### src/rtl/fma_pkg.sv
// Shared definitions for the fixed-point FMA datapath and its output stages.
package fma_pkg;

  localparam logic [1:0] RM_RNE   = 2'd0;
  localparam logic [1:0] RM_RTZ   = 2'd1;
  localparam logic [1:0] RM_FLOOR = 2'd2;
  localparam logic [1:0] RM_CEIL  = 2'd3;

  localparam int FMA_INTW  = 16;
  localparam int FMA_FRACW = 16;
  localparam int FMA_OINTW = 16;
  localparam int FMA_CNTW  = 16;

endpackage

### src/rtl/fxp_round_dec.sv
// Rounding decision: derives the +1 increment and the inexact flag from
// the bits being discarded by a right shift of FRACW.
module fxp_round_dec
  import fma_pkg::*;
#(
  parameter int FRACW = FMA_FRACW
) (
  input  logic             q_lsb,
  input  logic             sign,
  input  logic [FRACW-1:0] frac,
  input  logic [1:0]       rmode,
  output logic             inc,
  output logic             inexact
);

  logic half;
  logic rest;

  always_comb begin
    // NOTE: every output gets a default first, so no path can infer a latch.
    inc     = 1'b0;
    half    = frac[FRACW-1];
    rest    = |frac[FRACW-2:0];
    inexact = |frac;
    case (rmode)
      RM_RNE:   inc = half & (rest | q_lsb);
      RM_RTZ:   inc = sign & inexact;
      RM_FLOOR: inc = 1'b0;
      default:  inc = inexact;
    endcase
  end

endmodule

### src/rtl/fma_round_sat.sv
// Output conditioning for the FMA core: round the wide result to FRACW
// fraction bits, saturate to OINTW.FRACW, and count clamp events.
module fma_round_sat
  import fma_pkg::*;
#(
  parameter int INTW  = FMA_INTW,
  parameter int FRACW = FMA_FRACW,
  parameter int OINTW = FMA_OINTW,
  parameter int CNTW  = FMA_CNTW
) (
  input  logic                      clk,
  input  logic                      rstn,
  input  logic                      in_valid,
  output logic                      in_ready,
  input  logic [INTW+2*FRACW-1:0]   in_data,
  input  logic [1:0]                in_rmode,
  output logic                      out_valid,
  input  logic                      out_ready,
  output logic [OINTW+FRACW-1:0]    out_data,
  output logic                      out_sat,
  output logic                      out_inexact,
  output logic [CNTW-1:0]           sat_count,
  input  logic                      sat_clr
);

  localparam int QW = INTW + FRACW;
  localparam int OW = OINTW + FRACW;
  localparam logic signed [QW:0] MAX_POS = {{(QW-OW+2){1'b0}}, {(OW-1){1'b1}}};
  localparam logic signed [QW:0] MIN_NEG = ~MAX_POS;

  logic [QW-1:0]    q_in;
  logic [FRACW-1:0] d_in;
  logic             sign_in;
  logic             inc_in;
  logic             inexact_in;

  // The low QW bits of in_data >>> FRACW are exactly the upper slice.
  assign q_in    = in_data[INTW+2*FRACW-1:FRACW];
  assign d_in    = in_data[FRACW-1:0];
  assign sign_in = in_data[INTW+2*FRACW-1];

  fxp_round_dec #(.FRACW(FRACW)) u_round_dec (
    .q_lsb   (q_in[0]),
    .sign    (sign_in),
    .frac    (d_in),
    .rmode   (in_rmode),
    .inc     (inc_in),
    .inexact (inexact_in)
  );

  logic          v1;
  logic [QW-1:0] q1;
  logic          inc1;
  logic          inexact1;
  logic          sign1;
  logic          load1;
  logic          load2;

  assign load2    = !out_valid | out_ready;
  assign load1    = !v1 | load2;
  assign in_ready = load1;

  always_ff @(posedge clk or negedge rstn) begin
    if (!rstn) begin
      v1       <= 1'b0;
      q1       <= '0;
      inc1     <= 1'b0;
      inexact1 <= 1'b0;
      sign1    <= 1'b0;
    end else if (load1) begin
      // NOTE: non-blocking assignments, so every register samples pre-edge values.
      v1 <= in_valid;
      if (in_valid) begin
        q1       <= q_in;
        inc1     <= inc_in;
        inexact1 <= inexact_in;
        sign1    <= sign_in;
      end
    end
  end

  // One extra bit of headroom so q + inc can never wrap.
  logic signed [QW:0] r;
  logic               sat_hi;
  logic               sat_lo;
  logic [OW-1:0]      data_next;

  assign r         = $signed({sign1, q1}) + $signed({{QW{1'b0}}, inc1});
  assign sat_hi    = r > MAX_POS;
  assign sat_lo    = r < MIN_NEG;
  assign data_next = sat_hi ? MAX_POS[OW-1:0] : (sat_lo ? MIN_NEG[OW-1:0] : r[OW-1:0]);

  always_ff @(posedge clk or negedge rstn) begin
    if (!rstn) begin
      // NOTE: data registers are reset too, so the output reads zero out of reset.
      out_valid   <= 1'b0;
      out_data    <= '0;
      out_sat     <= 1'b0;
      out_inexact <= 1'b0;
    end else if (load2) begin
      out_valid <= v1;
      if (v1) begin
        out_data    <= data_next;
        out_sat     <= sat_hi | sat_lo;
        out_inexact <= inexact1;
      end
    end
  end

  logic sat_xfer;
  assign sat_xfer = out_valid & out_ready & out_sat;

  // A clear coinciding with an event leaves 1 so the event is not lost.
  always_ff @(posedge clk or negedge rstn) begin
    if (!rstn) begin
      sat_count <= '0;
    end else if (sat_clr) begin
      sat_count <= sat_xfer ? CNTW'(1) : '0;
    end else if (sat_xfer && !(&sat_count)) begin
      sat_count <= sat_count + CNTW'(1);
    end
  end

endmodule

### config.mk
export PLATFORM = sky130hd
export DESIGN_NAME = fma_round_sat
export DESIGN_NICKNAME = d
export VERILOG_FILES = /design/src/rtl/fma_pkg.sv /design/src/rtl/fxp_round_dec.sv /design/src/rtl/fma_round_sat.sv
export SDC_FILE = /design/constraint.sdc
export NUM_CORES = 1
export LEC_CHECK = 0
export CELL_PAD_IN_SITES_DETAIL_PLACEMENT = 0
export CELL_PAD_IN_SITES_GLOBAL_PLACEMENT = 2
export CORE_MARGIN = 2
export CORE_UTILIZATION = 30
export DETAILED_ROUTE_END_ITERATION = 16
export PLACE_DENSITY = 0.88
export SLEW_MARGIN = 10
export SYNTH_ARGS = -nofsm -noshare
export SYNTH_HDL_FRONTEND = slang
export SYNTH_SLANG_ARGS = --single-unit
export TNS_END_PERCENT = 20
### constraint.sdc
create_clock -name clk -period 2.7 [get_ports clk]
set_clock_uncertainty 0.2 [all_clocks]
set_input_delay 0.54 -clock clk [delete_from_list [all_inputs] [get_ports clk]]
set_output_delay 0.54 -clock clk [all_outputs]
set_load 0.1 [all_outputs]
== After elaboration in Yosys (flattened, before gate mapping) ==
Cells that the tools add are included.

* Register bits after elaboration: 87
* Latch bits: 0
* RAM bits: 0
* Memory bits (read-only): 0
* Input port bits: 55
* Output and inout bits: 52
* Word-level logic and storage cells: 41
* Memories: 0

* Add/subtract/negate cells: 2
* $mul: 0
* Div/mod/pow operators: 0
* Order comparisons: 2
* Equality and inequality tests: 2
* Shift operators: 0
* Mux-type cells: 6
* Bitwise gates (word level): 8
* Reduce and logical (&&, ||, !) cells: 11

{| class="wikitable"
|+ Operator list
! kind !! number
|-
| $mux W32 || 2
|-
| $add A33 B2 Y33 || 1
|-
| $gt A33 B32 Y1 const B || 1
|-
| $lt A33 B32 Y1 const B || 1
|-
| $mux W16 || 2
|-
| $add A16 B1 Y16 const B || 1
|-
| $reduce_and A16 Y1 || 1
|-
| $reduce_or A16 Y1 || 1
|-
| $reduce_or A15 Y1 || 1
|-
| $and A1 B1 Y1 || 4
|-
| $or A1 B1 Y1 || 4
|-
| $reduce_and A2 Y1 || 2
|-
| $logic_not A1 Y1 || 3
|-
| $pmux W1 S3 || 1
|-
| $eq A2 B1 Y1 const B || 1
|-
| $eq A2 B2 Y1 const B || 1
|-
| $logic_not A2 Y1 || 1
|-
| $reduce_bool A2 Y1 || 1
|-
| $logic_and A1 B1 Y1 || 1
|-
| $mux W1 || 1
|}

== Longest topological paths before layout ==
Gate-level depths: netlist of run 1.

* Depth in word-level cells: 5
* Mapped depth: 9
* Gate-level depth less buffers: 7

== Hierarchy ==
A second synthesis of run 1 with hierarchy kept.

* Cell total of the unflattened synthesis: 418
* Area, all modules: 4,314.1 sq um

{| class="wikitable"
|+ By module, submodules not included
! module !! times used !! cells each !! area each (sq um)
|-
| fma_round_sat || 1 || 407 || 4,220.3
|-
| fxp_round_dec || 1 || 11 || 93.8
|}

== Least setup slack after synthesis of run 1 ==
OpenSTA, ideal clock, no wires.

* Path type: register to register
* Start point: register out_valid
* End point: register q1[0]
* Library setup time: 0.125 ns
* Arrival: 3.290 ns
* Data required time: 2.375 ns
* Path slack: -0.915 ns
* Cell stages (with the launch flop): 5
* Cells stage by stage: dfrtp_1 > nand3b_1 > nand2_1 > clkbuf_1 > mux2_2

* Cells in the longest elaborated chain, start to end: 4

{| class="wikitable"
|+ RTL lines
! element !! RTL line !! text
|-
| start, declared || fma_round_sat.sv:17 || <nowiki>output logic out_valid,</nowiki>
|-
| start signal, assigned || fma_round_sat.sv:101 || <nowiki>out_valid <= v1;</nowiki>
|-
| $logic_not A1 Y1 || fma_round_sat.sv:59 || <nowiki>assign load2 = !out_valid | out_ready;</nowiki>
|-
| $or A1 B1 Y1 || fma_round_sat.sv:59 ||
|-
| $or A1 B1 Y1 || fma_round_sat.sv:60 || <nowiki>assign load1 = !v1 | load2;</nowiki>
|-
| via in_ready || fma_round_sat.sv:14 || <nowiki>output logic in_ready,</nowiki>
|-
| $reduce_and A2 Y1 (no line) || - ||
|-
| end signal, assigned || fma_round_sat.sv:74 || <nowiki>q1 <= q_in;</nowiki>
|-
| end, declared || fma_round_sat.sv:52 || <nowiki>logic [QW-1:0] q1;</nowiki>
|}

The timed path passes the listed nets, and every way through them passes these cells.
A chain may end at the register's enable or synchronous reset.

== Final worst setup path of run 1 ==
* Start point: register q1[0]
* End point: register out_data[2]

* Cells in the longest elaborated chain, start to end: 4

{| class="wikitable"
|+ RTL lines
! element !! RTL line !! text
|-
| $add A33 B2 Y33 * || fma_round_sat.sv:88 || <nowiki>assign r = $signed({sign1, q1}) + $signed({{QW{1'b0}}, inc1});</nowiki>
|-
| $lt A33 B32 Y1 || fma_round_sat.sv:90 || <nowiki>assign sat_lo = r < MIN_NEG;</nowiki>
|-
| $mux W32 || fma_round_sat.sv:91 || <nowiki>assign data_next = sat_hi ? MAX_POS[OW-1:0] : (sat_lo ? MIN_NEG[OW-1:0] : r[OW-1:0]);</nowiki>
|-
| $mux W32 * || fma_round_sat.sv:91 ||
|-
| end signal, assigned || fma_round_sat.sv:103 || <nowiki>out_data <= data_next;</nowiki>
|-
| end, declared || fma_round_sat.sv:19 || <nowiki>output logic [OINTW+FRACW-1:0] out_data,</nowiki>
|}

Mark *: on every way between the ends. The rest lies on a longest branch, timed or not.

==> results of run 1 <==
[through the flow]
stage          util, %  instance area [um^2]  instances
3_5_place_dp      39.3                  5480        697
3_3_place_gp      39.3                  5480        697
6_report          41.7                  5810        714
2_1_floorplan        -                  4330        419
5_1_grt           41.7                  5810        714
4_1_cts           41.7                  5810        714
[cells in the final DEF (no fill, tap or decap), types with 3 or more instances in the layout]
cell	instances
nor4_1	10
mux2_2	33
o211ai_1	5
or2_2	3
buf_4	63
xnor2_1	10
o31a_1	7
o21ai_1	5
and4_1	5
clkbuf_16	9
nand3b_1	3
ha_1	4
dfrtp_1	85
or4_1	3
a21oi_1	40
o31ai_1	3
and3_1	11
nand3_1	18
nand2_1	26
nor2_1	46
o21ai_0	13
nand4_1	13
clkdlybuf4s50_1	53
clkbuf_8	4
nor3_1	7
xor2_1	14
or3_1	5
inv_1	4
nand2b_1	3
[power breakdown]
group | internal, mW | total [mW] | switching [mW]
Combinational | 0.433 | 1.64 | 1.20
Clock | 0.819 | 1.31 | 0.493
Sequential | 1.48 | 1.66 | 0.176
Total | 2.74 | 4.61 | 1.87
[worst max-delay path: stages (launching register included)]
cell and delay, ns:
dfrtp_1 0.39, ha_1 0.21, ha_1 0.21, and3_1 0.30
and3_1 0.22, o21ai_0 0.15, o21a_1 0.16, buf_4 0.26
a21oi_1 0.11
[registers in the layout (all words and copies together), names as in the netlist]
signal and flops:
out_valid 1, sat_count 16, out_sat 1, q1 32, inexact1 1, out_inexact 1, v1 1, inc1 1
out_data 32
[how the worst min path moves through the flow]
stage	startpoint	to	slack, ns	cells after the start
floorplan	rstn	inc1	0.04	0
global placement	inexact1	inexact1	0.26	2
detailed placement	v1	out_valid	0.28	1
CTS	inexact1	inexact1	0.29	2
global route	v1	out_valid	0.32	1
finish	inexact1	inexact1	0.28	2
[layer usage]
| layer | track usage [%] | share of wire (%) |
|---|---|---|
| met1 | 21.2 | 45 |
| met2 | 25.7 | 48 |
| met3 | 3.55 | 5.8 |
| met4 | 4.55 | 1.2 |
| met5 | 0 | 0 |
[kinds of logic after synthesis]
logic type / after synthesis
AOI/OAI and AO/OA: 82
muxes: 34
and+or+nand+nor: 165
xor gates and xnor gates: 24
adders and majority gates: 4
DFF: 86
buffers and inverters: 24
[area by class of cell]
cell class	instances	area, um^2
Multi-Input combinational cell	309	2040
Tap cell	180	225
Sequential cell	86	2160
Clock inverter	2	37.5
Fill cell	1347	8130
Timing Repair Buffer	119	1050
Inverter	4	15.0
Clock buffer	14	284
==> run metrics, run 1 <==
Tightest Pin Transition=0.594 ns; worst slack, placed=0.231 ns; DR vias=3604; first-pass GRT wire length=18.6 mm; Synth area leaders=dfrtp_1 (50%), mux2_2 (8.7%), a21oi_1 (4.7%), nor2_1 (4.0%), xor2_1 (2.9%); final hold violation count=0; Worst Path Required=2.70 ns; Hold WC Path Type=flip-flop to flip-flop; reg2reg start=q1[0]; Post-CTS Hold Buffers=1; syn nets=about 480; Post-DP HPWL=8.43 mm; CP endpoint=out_data[2]; # port buffers=around 110; CTS tree=yes; total CTS buffers=9; sequential fraction of the synthesis area=50.2%; Detailed Route Iter0 Violations=174; total power=about 4.6 mW; crit path launch type=flip-flop; share of layout cells above drive strength 1=23.6%; number of global-route vias before repair=3629; largest family of logic cells by synthesized area=simple AND/OR/NAND/NOR gates; clk_lat worst skew=0.33 ns; GRT Util Overall=15.8%; clock root buffer=clkbuf_16; Most used DFF post-synth=dfrtp_1; vias per cell=5.05; unrepaired setup endpoints after global routing=false; Setup WS post-layout=0.345 ns; Post-CTS Resized=0; die area=0.0153 mm^2; Longest Clk Path Bufs=2; Die W=124 um; WHS=between 0.2 and 0.3 ns; ys async rst share=100%; # diodes=0; post-synthesis mux area share=8.90%; row cnt=43; status=completed; CP Data Arrival Time=2.36 ns; Post-Synth Simple-Gate Area=21.0%; DR WL/cell=between 15 and 20 um; top cell type's share of synthesized area=50.2%; Synth top cells by count=dfrtp_1 (86), nor2_1 (46), a21oi_1 (40); die height=124 um; setup slack, reg-to-reg=roughly 0.34 ns; reg2reg end=out_data[2]; routability congestion estimate=roughly 0.8; Tcrit/Tclk final=87.2%; synthesized cell area=0.00429 mm^2; H-tree depth=3; Cell variety after synth=46; Clock transition at path regs=0.06 ns; Peak VDD IR=352 uV; Synth Instances=419; Setup Buffers After CTS=0; antenna-violating nets left=0; Critical Path End Type=flip-flop; area leader, netlist=dfrtp_1; number of synthesized flops with an enable pin=0; XOR/XNOR share of the synthesized area=approximately 5%; Adder-Cell Fraction of Synth Area=1.17%; Remaining DRCs=0; Area Growth Syn to Fin=35.5%; GR Overflow Total=0; core area=0.0139 mm^2; IO Count=~110; WS Path Type=flip-flop to flip-flop; reg2reg path depth=8; Initial Utilization=30.8%; DRT Wirelength=11.4 mm; Synth Register Bits=between 80 and 90; Final setup viols=0; TNS Setup=0 ns; final slew viol count=0; drt first pass iters=4; max frequency=about 420 MHz; most frequent cell after synthesis=dfrtp_1; LEAKAGE=2.40 nW; initial antenna violation count=0; pwr/cell area=793 mW/mm^2; Worst Setup SP=q1[0]; Synth Area in Compound Gates=11.3%; Avg Cell Area, Syn=10.2 um^2; Final Critical Period=2.36 ns; Synth Warn #=0; largest net degree at the start of global routing=51; max cap viols=0; Slew HR=60.3%; CP max FO=22; fin nets=588; clk sinks=86
Note: power is estimated with default switching activity, not from simulation.
==> inputs of run 2 (changes only) <==
==> constraint.sdc (replaced) <==
create_clock -name clk -period 2.4 [get_ports clk]
set_clock_uncertainty 0.2 [all_clocks]
set_input_delay 0.48 -clock clk [delete_from_list [all_inputs] [get_ports clk]]
set_output_delay 0.48 -clock clk [all_outputs]
set_load 0.1 [all_outputs]
==> run metrics, run 2 (synthesis results as in run 1) <==
status=completed; clk_lat worst skew=0.34 ns (about the same); Final setup viols=0 (unchanged); storage element area=0.00216 mm^2 (unchanged); WHS=0.284 ns (+0.00430 ns); DR WL/cell=15.8 um (-1.5%); Clock transition at path regs=0.06 ns (about the same); GRT Util Overall=16.0% (+0.17 points); CP max FO=9 (-59%); # fillers=1364 (+1.3%); Critical Path End Type=flip-flop; Remaining DRCs=0 (unchanged); most frequent cells in the layout=dfrtp_1 (85), buf_4 (79), clkdlybuf4s50_1 (53); Post-DP HPWL=8.72 mm (+3.4%); reg2reg start=q1[0]; reg2reg end=out_data[26]; dpl cells=712 (+2.2%); worst slack, placed=0.0547 ns (-0.176 ns); die area=0.0153 mm^2 (unchanged); max cap viols=0 (unchanged); clock root buffer=clkbuf_16; WS Path Type=flip-flop to flip-flop; first-pass GRT wire length=18.8 mm (+1.1%); Post-Route Utilization=43.0% (+1.3 points); initial antenna violation count=0 (unchanged); Area Growth Syn to Fin=39.7%; # diodes=0 (unchanged); CP max stage delay=0.40 ns (about the same); antenna-violating nets left=0 (unchanged); GR Overflow Total=0 (unchanged); drt first pass iters=4 (unchanged); # port buffers=106 (unchanged); pwr/cell area=879 mW/mm^2 (+11%); CTS tree=yes; Final Critical Period=2.21 ns (-0.145 ns); Finished Layout Cells=731 (+2.4%); Longest Clk Path Bufs=2 (unchanged); DRT Wirelength=11.5 mm (+0.85%); CP bufs+invs=1 (unchanged); max frequency=452 MHz (+6.5%); total power=5.27 mW (+14%); cell depth of the worst setup path=8 (unchanged); final hold violation count=0 (unchanged); Tightest Pin Transition=0.614 ns (+0.0195 ns); Detailed Route Iter0 Violations=183 (+5.2%); IO Count=107 (unchanged); share of layout cells above drive strength 1=26.3% (+2.7 points); post-route cell area=0.00599 mm^2 (+3.1%); clk sinks=86 (unchanged); LEAKAGE=2.50 nW (+4.4%); fin nets=607 (+3.2%); biggest regs=out_data: 32 flops, q1: 32 flops, sat_count: 16 flops; Setup WS post-layout=0.189 ns (-0.155 ns); final slew viol count=0 (unchanged); largest net degree at the start of global routing=39 (-24%); total CTS buffers=9 (unchanged); Hold Crit Depth=2 (unchanged); DR vias=3689 (+2.4%); unrepaired setup endpoints after global routing=false; setup slack, reg-to-reg=0.19 ns (-0.16 ns); row cnt=43 (unchanged); vias per cell=5.05 (about the same); hold_sp=inexact1; die height=124 um (unchanged); CP Data Arrival Time=2.24 ns (-0.12 ns); Top delay family on crit path=compound AO/OA/AOI/OAI gates; routability congestion estimate=0.802 (about the same); Slew HR=59.0% (-1.3 points); Die W=124 um (unchanged); worst hold endpoint=inexact1; Tcrit/Tclk final=92.1% (+4.9 points); Initial Utilization=30.8% (unchanged); Hold WC Path Type=flip-flop to flip-flop; area of placed instances=0.00563 mm^2 (+2.7%); Peak VDD IR=394 uV (+12%); Worst Path Required=2.43 ns (-0.27 ns); reg2reg path depth=8 (unchanged); crit path cell chain=ha_1, ha_1, and3_1, and3_1, o21ai_0, o21a_2, buf_4, a21oi_1; TNS Setup=0 ns (unchanged); crit path launch type=flip-flop; H-tree depth=3 (unchanged); number of global-route vias before repair=3735 (+2.9%); core area=0.0139 mm^2 (unchanged); area of the multi-input gates=0.00204 mm^2 (about the same); leading cell type in the layout, fill and taps excluded=dfrtp_1; slowest CP cell=dfrtp_1
==> run 2: cell count changes in the layout (fill, tap and decap cells not counted) <==
cell,before,now
o21a_2,0,1
buf_12,2,5
clkinv_4,0,1
buf_4,63,79
clkbuf_8,4,2
o21a_1,1,0
clkinvlp_4,1,0
bufinv_16,1,2
clkbuf_1,1,0
==> run 2: worst max path at each step <==
stage,from,end,slack [ns]
2_1_floorplan,out_valid,q1[0],-0.36
3_3_place_gp,out_ready,sat_count[15],0.12
3_5_place_dp,out_ready,sat_count[9],0.05
4_1_cts,q1[0],out_data[24],0.14
5_1_grt,q1[0],out_data[25],0.05
6_report,q1[0],out_data[26],0.19
==> run 2: cell type report <==
type | count | share of cell area, %
clock buffer | 11 | 4.22
clock inverter | 3 | 1.15
inverter | 4 | 0.251
multi-input combinational | 309 | 34.0
sequential | 86 | 36.0
tap | 180 | 3.76
timing repair buffer | 138 | 20.6
==> run 2: metal layers <==
layer  GRT usage (%)  up-vias  routed length (um)
met1            21.4     1795                5370
met4            5.54        0                 150
met5               0        -                   0
li1                -     1778                   -
met3            4.01        9                 594
met2            25.1      107                5430
==> run 2: report_power, final <==
part | switching [mW] | total, mW | internal (mW)
combinational | 1.37 | 1.89 | 0.517
sequential | 0.197 | 1.87 | 1.67
clock | 0.553 | 1.51 | 0.958
total | 2.12 | 5.27 | 3.15
==> run 2: timing repair <==
action	in CTS	in global routing
gates resized for setup	0	1
endpoints found under the hold margin	20	0
endpoints found under the setup margin	0	3
hold buffers	1	0
setup buffers	0	4
==> run 2: worst min-delay path: cells and delay by family, from the launching register on <==
family	cells	cell delay (ns)
flops	1	0.34
compound gates	1	0.06
simple gates	1	0.05
==> inputs of run 3 (changes only) <==
--- a/config.mk
+++ b/config.mk
@@ -6,11 +6,11 @@
 export NUM_CORES = 1
 export LEC_CHECK = 0
 export CELL_PAD_IN_SITES_DETAIL_PLACEMENT = 0
-export CELL_PAD_IN_SITES_GLOBAL_PLACEMENT = 2
+export CELL_PAD_IN_SITES_GLOBAL_PLACEMENT = 1
 export CORE_MARGIN = 2
-export CORE_UTILIZATION = 30
+export CORE_UTILIZATION = 38
 export DETAILED_ROUTE_END_ITERATION = 16
-export PLACE_DENSITY = 0.88
+export PLACE_DENSITY = 0.9
 export SLEW_MARGIN = 10
 export SYNTH_ARGS = -nofsm -noshare
 export SYNTH_HDL_FRONTEND = slang
==> run metrics, run 3 (synthesis results as in run 1) <==
TNS Setup=0 ns (unchanged); max cap viols=0 (unchanged); DR vias=3652 (-1.0%); Area Growth Syn to Fin=34.8%; # port buffers=106 (unchanged); biggest regs=out_data: 32 flops, q1: 32 flops, sat_count: 16 flops; clk sinks=86 (unchanged); final hold violation count=0 (unchanged); status=completed; GR Overflow Total=0 (unchanged); Detailed Route Iter0 Violations=212 (+16%); Critical Path End Type=flip-flop; Hold WC Path Type=flip-flop to flip-flop; DRT Wirelength=10.7 mm (-7.7%); die area=0.0121 mm^2 (-20%); P_sw=2.10 mW (-0.79%); max frequency=447 MHz (-1.3%); Worst Path Required=2.41 ns (-0.02 ns); vias per cell=5.36 (+6.3%); Initial Utilization=39.2% (+8.4 points); unrepaired setup endpoints after global routing=false; Post-DP HPWL=7.76 mm (-11%); cell internal pwr=2.89 mW (-8.2%); fin nets=596 (-1.8%); CP Data Arrival Time=2.25 ns (about the same); # diodes=0 (unchanged); Post-Route Utilization=52.8% (+9.9 points); Tightest Pin Transition=0.608 ns (-0.00528 ns); crit path launch type=flip-flop; Clock transition at path regs=0.06 ns (about the same); LEAKAGE=2.42 nW (-3.3%); DR WL/cell=15.6 um (-0.89%); drt first pass iters=4 (unchanged); total CTS buffers=9 (unchanged); initial antenna violation count=0 (unchanged); Longest Clk Path Bufs=2 (unchanged); routability congestion estimate=0.789 (-1.6%); first-pass GRT wire length=16.9 mm (-10%); Final setup viols=0 (unchanged); CTS tree=yes; Top Metal Used=met4; IO Count=107 (unchanged); met1 WL=4.77 mm (-11%); Seq pwr share=37.5% (+2.1 points); GRT Util Overall=18.1% (+2.2 points); pwr/cell area=864 mW/mm^2 (-1.7%); clk_lat worst skew=0.34 ns (about the same); Slew HR=59.3% (+0.35 points); most frequent cells in the layout=dfrtp_1 (85), buf_4 (70), clkdlybuf4s50_1 (53); core area=0.0109 mm^2 (-22%); metal2 WL=5.18 mm (-4.6%); Tcrit/Tclk final=93.3% (+1.2 points); worst slack, placed=0.0161 ns (-0.0386 ns); WS Path Type=flip-flop to flip-flop; clock root buffer=clkbuf_16; leading cell type in the layout, fill and taps excluded=dfrtp_1; share of layout cells above drive strength 1=24.8% (-1.5 points); CP max FO=27 (+18); die height=110 um (-11%); final slew viol count=0 (unchanged); Remaining DRCs=0 (unchanged); number of global-route vias before repair=3426 (-8.3%); Comb power frac=37.1% (+1.2 points); Die W=110 um (-11%); largest net degree at the start of global routing=45 (+15%); Clock Power Share=25.5% (-3.2 points); Setup WS post-layout=0.160 ns (-0.0287 ns); # fillers=984 (-28%); H-tree depth=3 (unchanged); row cnt=38 (-12%); Peak VDD IR=481 uV (+22%); antenna-violating nets left=0 (unchanged); met3 WL=535 um (-9.9%); switch share=42.1% (+1.9 points); Final Critical Period=2.24 ns (+0.0287 ns)
run 3: worst paths after layout:
kind	start	endpoint	slack, ns	cells past startpoint
max	inc1	out_data[30]	0.16	8
min	inexact1	inexact1	0.28	2
max reg2reg	inc1	out_data[30]	0.16	8
min reg2reg	inexact1	inexact1	0.28	2
max in group asynchronous	rstn	q1[27]	1.01	3
min in group asynchronous	rstn	sat_count[10]	0.37	2
run 3: per-layer routing:
layer	GRT usage, %	vias up
li1	-	1769
met1	24.4	1765
met2	29.3	104
met3	3.64	14
met4	6.16	0
met5	0	-
run 3: repair_timing:
action,in CTS,in global routing
endpoints found under the setup margin,0,9
buffers inserted,0,3
hold buffers,1,0
endpoints found under the hold margin,18,0
gates resized for setup,0,2
run 3: area by class of cell:
type,instances,area (um^2),area share [%]
Inverter,4,15.0,0.260
Sequential cell,86,2160,37.3
Clock buffer,11,243,4.20
Clock inverter,4,23.8,0.411
Multi-Input combinational cell,309,2040,35.3
Timing Repair Buffer,127,1130,19.5
Tap cell,140,175,3.03
run 3: metrics by stage:
step / hold WS [ns] / cells / area (um^2) / total power [mW]
floorplan: -0.0156 / 419 / 4330 / 3.24
global placement: 0.182 / 662 / 5480 / 3.72
detailed placement: 0.188 / 662 / 5480 / 3.75
CTS: 0.282 / 678 / 5750 / 5.03
global route: 0.314 / 681 / 5780 / 5.20
finish: 0.283 / 681 / 5780 / 4.99
run 3: critical path: stages (launching register included):
cell	delay [ns]
dfrtp_1	0.41
ha_1	0.19
ha_1	0.22
and3_1	0.26
and3_1	0.20
o21ai_0	0.16
o21a_1	0.20
buf_12	0.19
a21oi_1	0.09
run 3: power groups by stage:
stage / Combinational, mW / Sequential, mW / Clock [mW]
floorplan: 0.408 / 2.83 / 0
global placement: 1.84 / 1.88 / 0
detailed placement: 1.86 / 1.89 / 0
CTS: 1.86 / 1.87 / 1.30
global route: 1.94 / 1.90 / 1.35
finish: 1.85 / 1.87 / 1.27
